<file path="src/rtl/wc_tile_feeder.sv">
// ----------------------------------------------------------------------------
// wc_tile_feeder
// Transmit side of the WC (Winograd F(5,3)) tile interface. Packs a serial
// stream of signed samples into overlapping TILE-sample tiles with a stride
// of STEP samples, so consecutive tiles share TILE-STEP samples.
//
// Optional feature macro: WC_FEED_ZPAD_EN
//   undefined : a partial tile at s_last is discarded and drop_pulse fires
//   defined   : a partial tile at s_last is zero-padded and sent as last tile
//
// Ports
//   clk        : clock, rising edge
//   rst        : synchronous active-low reset (0 = reset)
//   s_valid    : input sample valid
//   s_ready    : feeder accepts the sample this cycle (registered)
//   s_data     : input sample, DW bits two's complement
//   s_last     : final sample of a sequence
//   tile_valid : D holds a complete tile (registered)
//   tile_ready : consumer takes the tile this cycle
//   D          : tile, oldest sample in the top field, newest in D[DW-1:0]
//   tile_last  : tile is the final tile of its sequence
//   drop_pulse : one-cycle pulse when a partial tile is discarded
// ----------------------------------------------------------------------------
module wc_tile_feeder #(
   parameter int DW   = 10,
   parameter int TILE = 7,
   parameter int STEP = 5
) (
   input  logic               clk,
   input  logic               rst,
   input  logic               s_valid,
   output logic               s_ready,
   input  logic [DW-1:0]      s_data,
   input  logic               s_last,
   output logic               tile_valid,
   input  logic               tile_ready,
   output logic [TILE*DW-1:0] D,
   output logic               tile_last,
   output logic               drop_pulse
);

   localparam int CW = $clog2(TILE + 1);
   localparam logic [CW-1:0] TILE_C = CW'(TILE);
   localparam logic [CW-1:0] STEP_C = CW'(STEP);

   typedef enum logic [1:0] {
      ST_FILL,
      ST_STEP,
      ST_HOLD,
      ST_PAD
   } state_t;

   state_t               state;
   logic [CW-1:0]        cnt;
   logic [CW-1:0]        cnt_inc;
   logic [CW-1:0]        target;
   logic [TILE*DW-1:0]   window;
   logic                 accept;

`ifdef WC_FEED_ZPAD_EN
   // Remembers whether the padded tile started in FILL (needs TILE samples)
   // or in STEP (needs STEP samples).
   logic                 pad_full;
`endif

   assign D       = window;
   assign accept  = s_valid & s_ready;
   assign cnt_inc = cnt + CW'(1);

   // Number of samples the current state must collect before a tile is ready.
   always_comb begin
      target = TILE_C;
      if (state == ST_STEP) begin
         target = STEP_C;
      end
`ifdef WC_FEED_ZPAD_EN
      if (state == ST_PAD && !pad_full) begin
         target = STEP_C;
      end
`endif
   end

   always_ff @(posedge clk) begin
      if (!rst) begin
         state      <= ST_FILL;
         cnt        <= '0;
         window     <= '0;
         s_ready    <= 1'b0;
         tile_valid <= 1'b0;
         tile_last  <= 1'b0;
         drop_pulse <= 1'b0;
`ifdef WC_FEED_ZPAD_EN
         pad_full   <= 1'b0;
`endif
      end else begin
         drop_pulse <= 1'b0;
         unique case (state)
            ST_FILL, ST_STEP: begin
               s_ready <= 1'b1;
               if (accept) begin
                  window <= {window[(TILE-1)*DW-1:0], s_data};
                  if (cnt_inc == target) begin
                     // Completing sample: present the tile, stop accepting.
                     state      <= ST_HOLD;
                     cnt        <= '0;
                     s_ready    <= 1'b0;
                     tile_valid <= 1'b1;
                     tile_last  <= s_last;
                  end else if (s_last) begin
`ifdef WC_FEED_ZPAD_EN
                     state    <= ST_PAD;
                     cnt      <= cnt_inc;
                     s_ready  <= 1'b0;
                     pad_full <= (state == ST_FILL);
`else
                     // Partial tile is thrown away; the clear wins over the shift.
                     state      <= ST_FILL;
                     cnt        <= '0;
                     window     <= '0;
                     drop_pulse <= 1'b1;
`endif
                  end else begin
                     cnt <= cnt_inc;
                  end
               end
            end

            ST_HOLD: begin
               if (tile_ready) begin
                  tile_valid <= 1'b0;
                  tile_last  <= 1'b0;
                  s_ready    <= 1'b1;
                  cnt        <= '0;
                  if (tile_last) begin
                     state  <= ST_FILL;
                     window <= '0;
                  end else begin
                     // Window kept so the overlap samples carry into the next tile.
                     state <= ST_STEP;
                  end
               end
            end

            ST_PAD: begin
`ifdef WC_FEED_ZPAD_EN
               window <= {window[(TILE-1)*DW-1:0], {DW{1'b0}}};
               if (cnt_inc == target) begin
                  state      <= ST_HOLD;
                  cnt        <= '0;
                  tile_valid <= 1'b1;
                  tile_last  <= 1'b1;
               end else begin
                  cnt <= cnt_inc;
               end
`else
               state <= ST_FILL;
`endif
            end

            default: state <= ST_FILL;
         endcase
      end
   end

endmodule

</file>
<file path="config.mk">
export PLATFORM = sky130hd
export DESIGN_NAME = wc_tile_feeder
export DESIGN_NICKNAME = d
export VERILOG_FILES = /design/src/rtl/wc_tile_feeder.sv
export SDC_FILE = /design/constraint.sdc
export NUM_CORES = 1
export LEC_CHECK = 0
export CAP_MARGIN = 20
export CORE_AREA = 5 5 81 83
export CTS_CLUSTER_SIZE = 12
export DETAILED_ROUTE_END_ITERATION = 12
export DIE_AREA = 0 0 86 88
export PLACE_DENSITY = 0.93
export REMOVE_ABC_BUFFERS = 1
export SLEW_MARGIN = 20
export SYNTH_ARGS = -nofsm -noshare
export SYNTH_HDL_FRONTEND = slang
export SYNTH_SLANG_ARGS = --single-unit
</file>
<file path="constraint.sdc">
create_clock -name clk -period 3.5 [get_ports clk]
set_input_delay 0.7 -clock clk [delete_from_list [all_inputs] [get_ports clk]]
set_output_delay 0.7 -clock clk [all_outputs]
set_load 0.02 [all_outputs]
</file>
## After elaboration in Yosys (flattened, before gate mapping)

Index checks and enable logic that the tools add are counted.

| cells by class | value |
|---|---|
| bitwise gates (word level) | 4 |
| muxes and demuxes | 30 |
| $add $sub $neg | 1 |
| eq/ne operators | 9 |
| shift-type cells | 0 |
| reduce and logical (&&, ||, !) cells | 9 |
| multipliers | 0 |
| $lt $le $gt $ge | 0 |
| divide/modulo/power cells | 0 |

Operator list:

| cell | count |
|---|---|
| $mux 70 | 5 |
| $pmux 70 s2 | 1 |
| $mux 3 | 4 |
| $mux 1 | 10 |
| $mux 2 | 5 |
| $ne 2x2->1 const B | 4 |
| $reduce_and 4->1 | 2 |
| $pmux 1 s2 | 3 |
| $pmux 2 s3 | 1 |
| $pmux 3 s2 | 1 |
| $reduce_and 3->1 | 2 |
| $eq 2x2->1 const B | 2 |
| $reduce_or 4->1 | 1 |
| $add 3x1->3 const B | 1 |
| $eq 3x3->1 | 1 |
| $ne 3x3->1 const B | 1 |
| $not 1->1 | 3 |
| $eq 2x1->1 const B | 1 |
| $logic_not 2->1 | 1 |
| $reduce_and 2->1 | 1 |
| $reduce_bool 2->1 | 1 |
| $reduce_or 2->1 | 1 |
| $and 1x1->1 | 1 |

| storage, ports and cells | value |
|---|---|
| latch bits | 0 |
| output and inout bits | 74 |
| memories kept | 0 |
| register bits after elaboration | 79 |
| RAM bits | 0 |
| bits in read-only memories | 0 |
| word-level logic and storage cells | 60 |
| input bits | 15 |

## Longest topological paths before layout

| logic depth | value |
|---|---|
| depth after elaboration | 6 |
| depth in mapped cells | 7 |
| depth with buffers taken out | 6 |

## Least setup slack after synthesis

OpenSTA, ideal clock, no wires.

| timing path | value |
|---|---|
| kind | input port to flip-flop |
| start point | input s_valid |
| end point | register window[10], in the netlist D[10] |
| buffers on the path | 1 |
| required time | 3,378 ps |
| stages on the path | 5 |
| setup time | 122 ps |
| setup slack | 1,870 ps |
| data arrival time | 1,507 ps |
| cells stage by stage | and3b_1 a21oi_2 nor2_2 buf_2 o22ai_1 |

| on the way | value |
|---|---|
| longest elaborated chain between the ends | 3 |

Ends and longest elaborated chain:

| what | RTL line | RTL |
|---|---|---|
| start, declared | 31 | `input logic s_valid,` |
| $and 1x1->1 | 67 | `assign accept = s_valid & s_ready;` |
| $ne 2x2->1 (no line) | - |  |
| $reduce_and 4->1 (no line) | - |  |
| end signal, assigned | 101 | `window <= {window[(TILE-1)*DW-1:0], s_data};` |
| end, declared | 57 | `logic [TILE*DW-1:0] window;` |

Every way passes these cells.
A chain may end at the register's enable or synchronous reset.

## Worst setup path after layout

| timing path | value |
|---|---|
| start point | input s_valid |
| end point | register window[6], in the netlist D[6] |

Same word-level chain as after synthesis.

==> results.md <==
- R2R setup slack: 1.54 ns
- DRT iter0 DRCs: 136
- Clk sinks: 79
- 1st-pass router iterations: 4
- Fill cells: 451
- Synth cell types: 32
- Register clock-pin slew on the reported worst setup and hold paths: 0.08 ns
- Crit-path slowest cell: clkdlybuf4s50_1
- Register-to-Register Path Depth: 5
- CP max FO: 35
- Max-slew violations: 0
- Post-CTS setup buffers: 0
- First-pass GRT wire length: 10400 µm
- Vias: 2411
- Vias in the first global route: 2217
- Avg Cell Area, Syn: 9.22 µm²
- Clock Latency Late Sink: 0.33 ns
- Largest net degree at the start of global routing: 71
- Startpoint types: primary input
- I/O Buffers: 88
- Starting Density: 47.5%
- Core Rows: 28
- Sequential share of the synthesized area: 57.6%
- CTS tree: yes
- Arrival @ worst endpoint: 2.22 ns
- Hold Path Class: register to register
- Skew final: 0.00671 ns
- DP Wirelength: 4390 µm
- CP delay by family, top: buffers and inverters
- Synthesized instance count: just under 300
- Max Root-Sink Buffers: 2
- DRC Markers: 0
- HP Start: D[65]
- Routability cong.: 0.747
- Synth warnings: 0
- Total grt overflow: 0
- Ordered list of cells on the worst path: clkdlybuf4s50_1, and3b_1, a21oi_2, nor2_4, buf_4, o22ai_1
- Final Hold Fails: 0
- Die W: between 80 and 90 µm
- WS Path Type: primary input to register
- Worst reg2reg endpoint: D[29]
- Worst-Margin Slew: 0.721 ns
- Cts hold-fix bufs: 0
- Total Wirelength: 6500 µm
- Synthesized flop and latch total: 79
- Placeable Area: 0.00578 mm²
- Initial antenna violation count: 0
- Final setup fails: 0
- Slowest cell delay on critical path: 0.49 ns
- Max Fclk: roughly 490 MHz
- RSZ-0062 raised after global routing: no
- Power, Total: 1.79 mW
- Leakage: 1.35 nW
- CTS H-tree lvls: 3
- Rel. slew slack: 51.9%
- Hold Path Stages: 2
- Nature of the critical path endpoint: register
- Vias/cell: 5.29
- Avg WL per Cell: 14.3 µm
- Status: finished clean
- Nets: 392
- Share of post-route cells with drive strength above 1: between 6 and 7%
- Pwr dens: approximately 460 mW/mm²
- PostCTS Resize Cnt: 0
- Total CTS buffers: 9
- Setup crit start: s_valid
- Final cycle utilization of the critical path: 58.3%
- Total GRT Usage: 17.1%
- WP data required: 3.68 ns
- Antenna cell count: 0
- Area Overhead vs Synth: 40.5%
- Synthesized cell area: 0.00275 mm²
- Setup tns final: 0 ns
- R2r startpoint: cnt[0]
- Final core occ: 66.8%
- Worst Hold End: D[65]
- Die Ht: 88 µm
- Crit path buf inv count: 2
- Die footprint: 0.00757 mm²
- Root Buffer: clkbuf_8
- # Max-Cap Violations: 0
- Final ANT Viol Nets: 0
- Minimum clock period: around 2.0 ns
- Ports: 89
- Worst vdd ir: 0.000444 V
==> where the power goes <==
part	switching (mW)	internal, mW	leakage, nW
clock	0.316	0.473	0.120
sequential	0.00338	0.904	0.637
combinational	0.0584	0.0378	0.597
==> cell usage in the layout (no fill, tap or decap) <==
master	count
a31o_2	1
and4b_1	1
nand2b_1	2
o21ai_2	1
a31oi_1	2
o211a_1	1
clkdlybuf4s50_1	87
inv_1	2
clkbuf_1	1
mux2i_1	1
clkinv_4	1
a21oi_1	1
nand2_4	1
nor2_1	5
clkinv_2	2
a21oi_2	1
and3b_1	1
nor2b_1	6
bufinv_16	3
dfxtp_1	79
nand4_1	1
nor3b_1	1
and2b_1	1
nand2_1	85
a21boi_0	1
o211ai_1	1
o21a_1	1
clkbuf_8	9
ha_1	1
xnor2_1	1
buf_12	1
xor2_1	2
a22oi_1	1
o22ai_1	70
buf_2	1
o21ai_0	2
nor2_4	1
buf_4	2
==> Yosys cell counts <==
master / count / area, µm²
a21boi_0: 1 / 7.51
a21oi_1: 1 / 5.00
a21oi_2: 1 / 8.76
a22oi_1: 1 / 7.51
a31o_2: 1 / 8.76
a31oi_1: 2 / 12.5
and2b_1: 1 / 7.51
and3b_1: 1 / 8.76
and4b_1: 1 / 10.0
buf_2: 10 / 50.1
buf_6: 4 / 45.0
clkbuf_1: 10 / 37.5
dfxtp_1: 79 / 1580
ha_1: 1 / 12.5
inv_1: 2 / 7.51
mux2i_1: 1 / 10.0
nand2_1: 85 / 319
nand2_4: 1 / 11.3
nand2b_1: 2 / 12.5
nand4_1: 1 / 6.26
nor2_1: 5 / 18.8
nor2_2: 1 / 6.26
nor2b_1: 6 / 37.5
nor3b_1: 1 / 7.51
o211a_1: 1 / 10.0
o211ai_1: 1 / 7.51
o21a_1: 1 / 7.51
o21ai_0: 2 / 10.0
o21ai_2: 1 / 8.76
o22ai_1: 70 / 438
xnor2_1: 1 / 8.76
xor2_1: 2 / 17.5
==> per-stage QoR <==
stage	setup slack, ns	cell area (µm²)	std cells	hold slack [ns]
after floorplan	0.717	2620	274	0.477
after global placement	1.17	3620	440	0.457
after detailed placement	1.11	3620	440	0.463
after CTS	1.44	3860	456	0.477
after global routing	1.33	3860	456	0.504
final	1.46	3860	456	0.474
==> tightest hold or removal path, delay by kind of cell, from the launching register on <==
family / cells / cell delay [ns]
and+or+nand+nor: 1 / 0.05
DFF: 1 / 0.31
AOI/OAI and AO/OA: 1 / 0.06
==> flip-flops by register name, summed over array words and instances (netlist names) <==
signal / count
D: 70
drop_pulse: 1
state: 2
s_ready: 1
cnt: 3
tile_valid: 1
tile_last: 1
==> final cells by class <==
class / instances / area (µm²) / share of cell area, %
tap: 75 / 93.8 / 2.43
inverter: 2 / 7.51 / 0.194
clock buffer: 10 / 128 / 3.31
timing repair buffer: 91 / 911 / 23.6
multi-input combinational: 193 / 1030 / 26.7
sequential: 79 / 1580 / 41.0
clock inverter: 6 / 109 / 2.82
==> worst max path at each step <==
stage	to	slack (ns)	depth (start not counted)
2_1_floorplan	D[0]	0.72	4
3_3_place_gp	D[6]	1.17	6
3_5_place_dp	D[39]	1.11	6
4_1_cts	s_ready	1.44	1
5_1_grt	D[39]	1.33	6
6_report	D[6]	1.46	6
==> layer usage <==
metal	part of all wire [%]	vias to the layer above	global-route usage [%]
met3	5.9	10	4.99
li1	-	1209	-
met4	1.4	0	6.04
met5	0	-	0
met2	49	62	28.9
met1	43	1130	20.9
==> logic make-up (layout without fill, tap and decap cells) <==
group,Yosys count,count (layout),share of synthesized area [%]
compound gates,83,83,19.4
xor+xnor,3,3,0.956
fa+ha+maj,1,1,0.455
buf+inv,26,109,5.10
flops,79,79,57.6
mux,1,1,0.364
simple gates,105,105,16.2
Note: power is estimated with default switching activity, not from simulation.
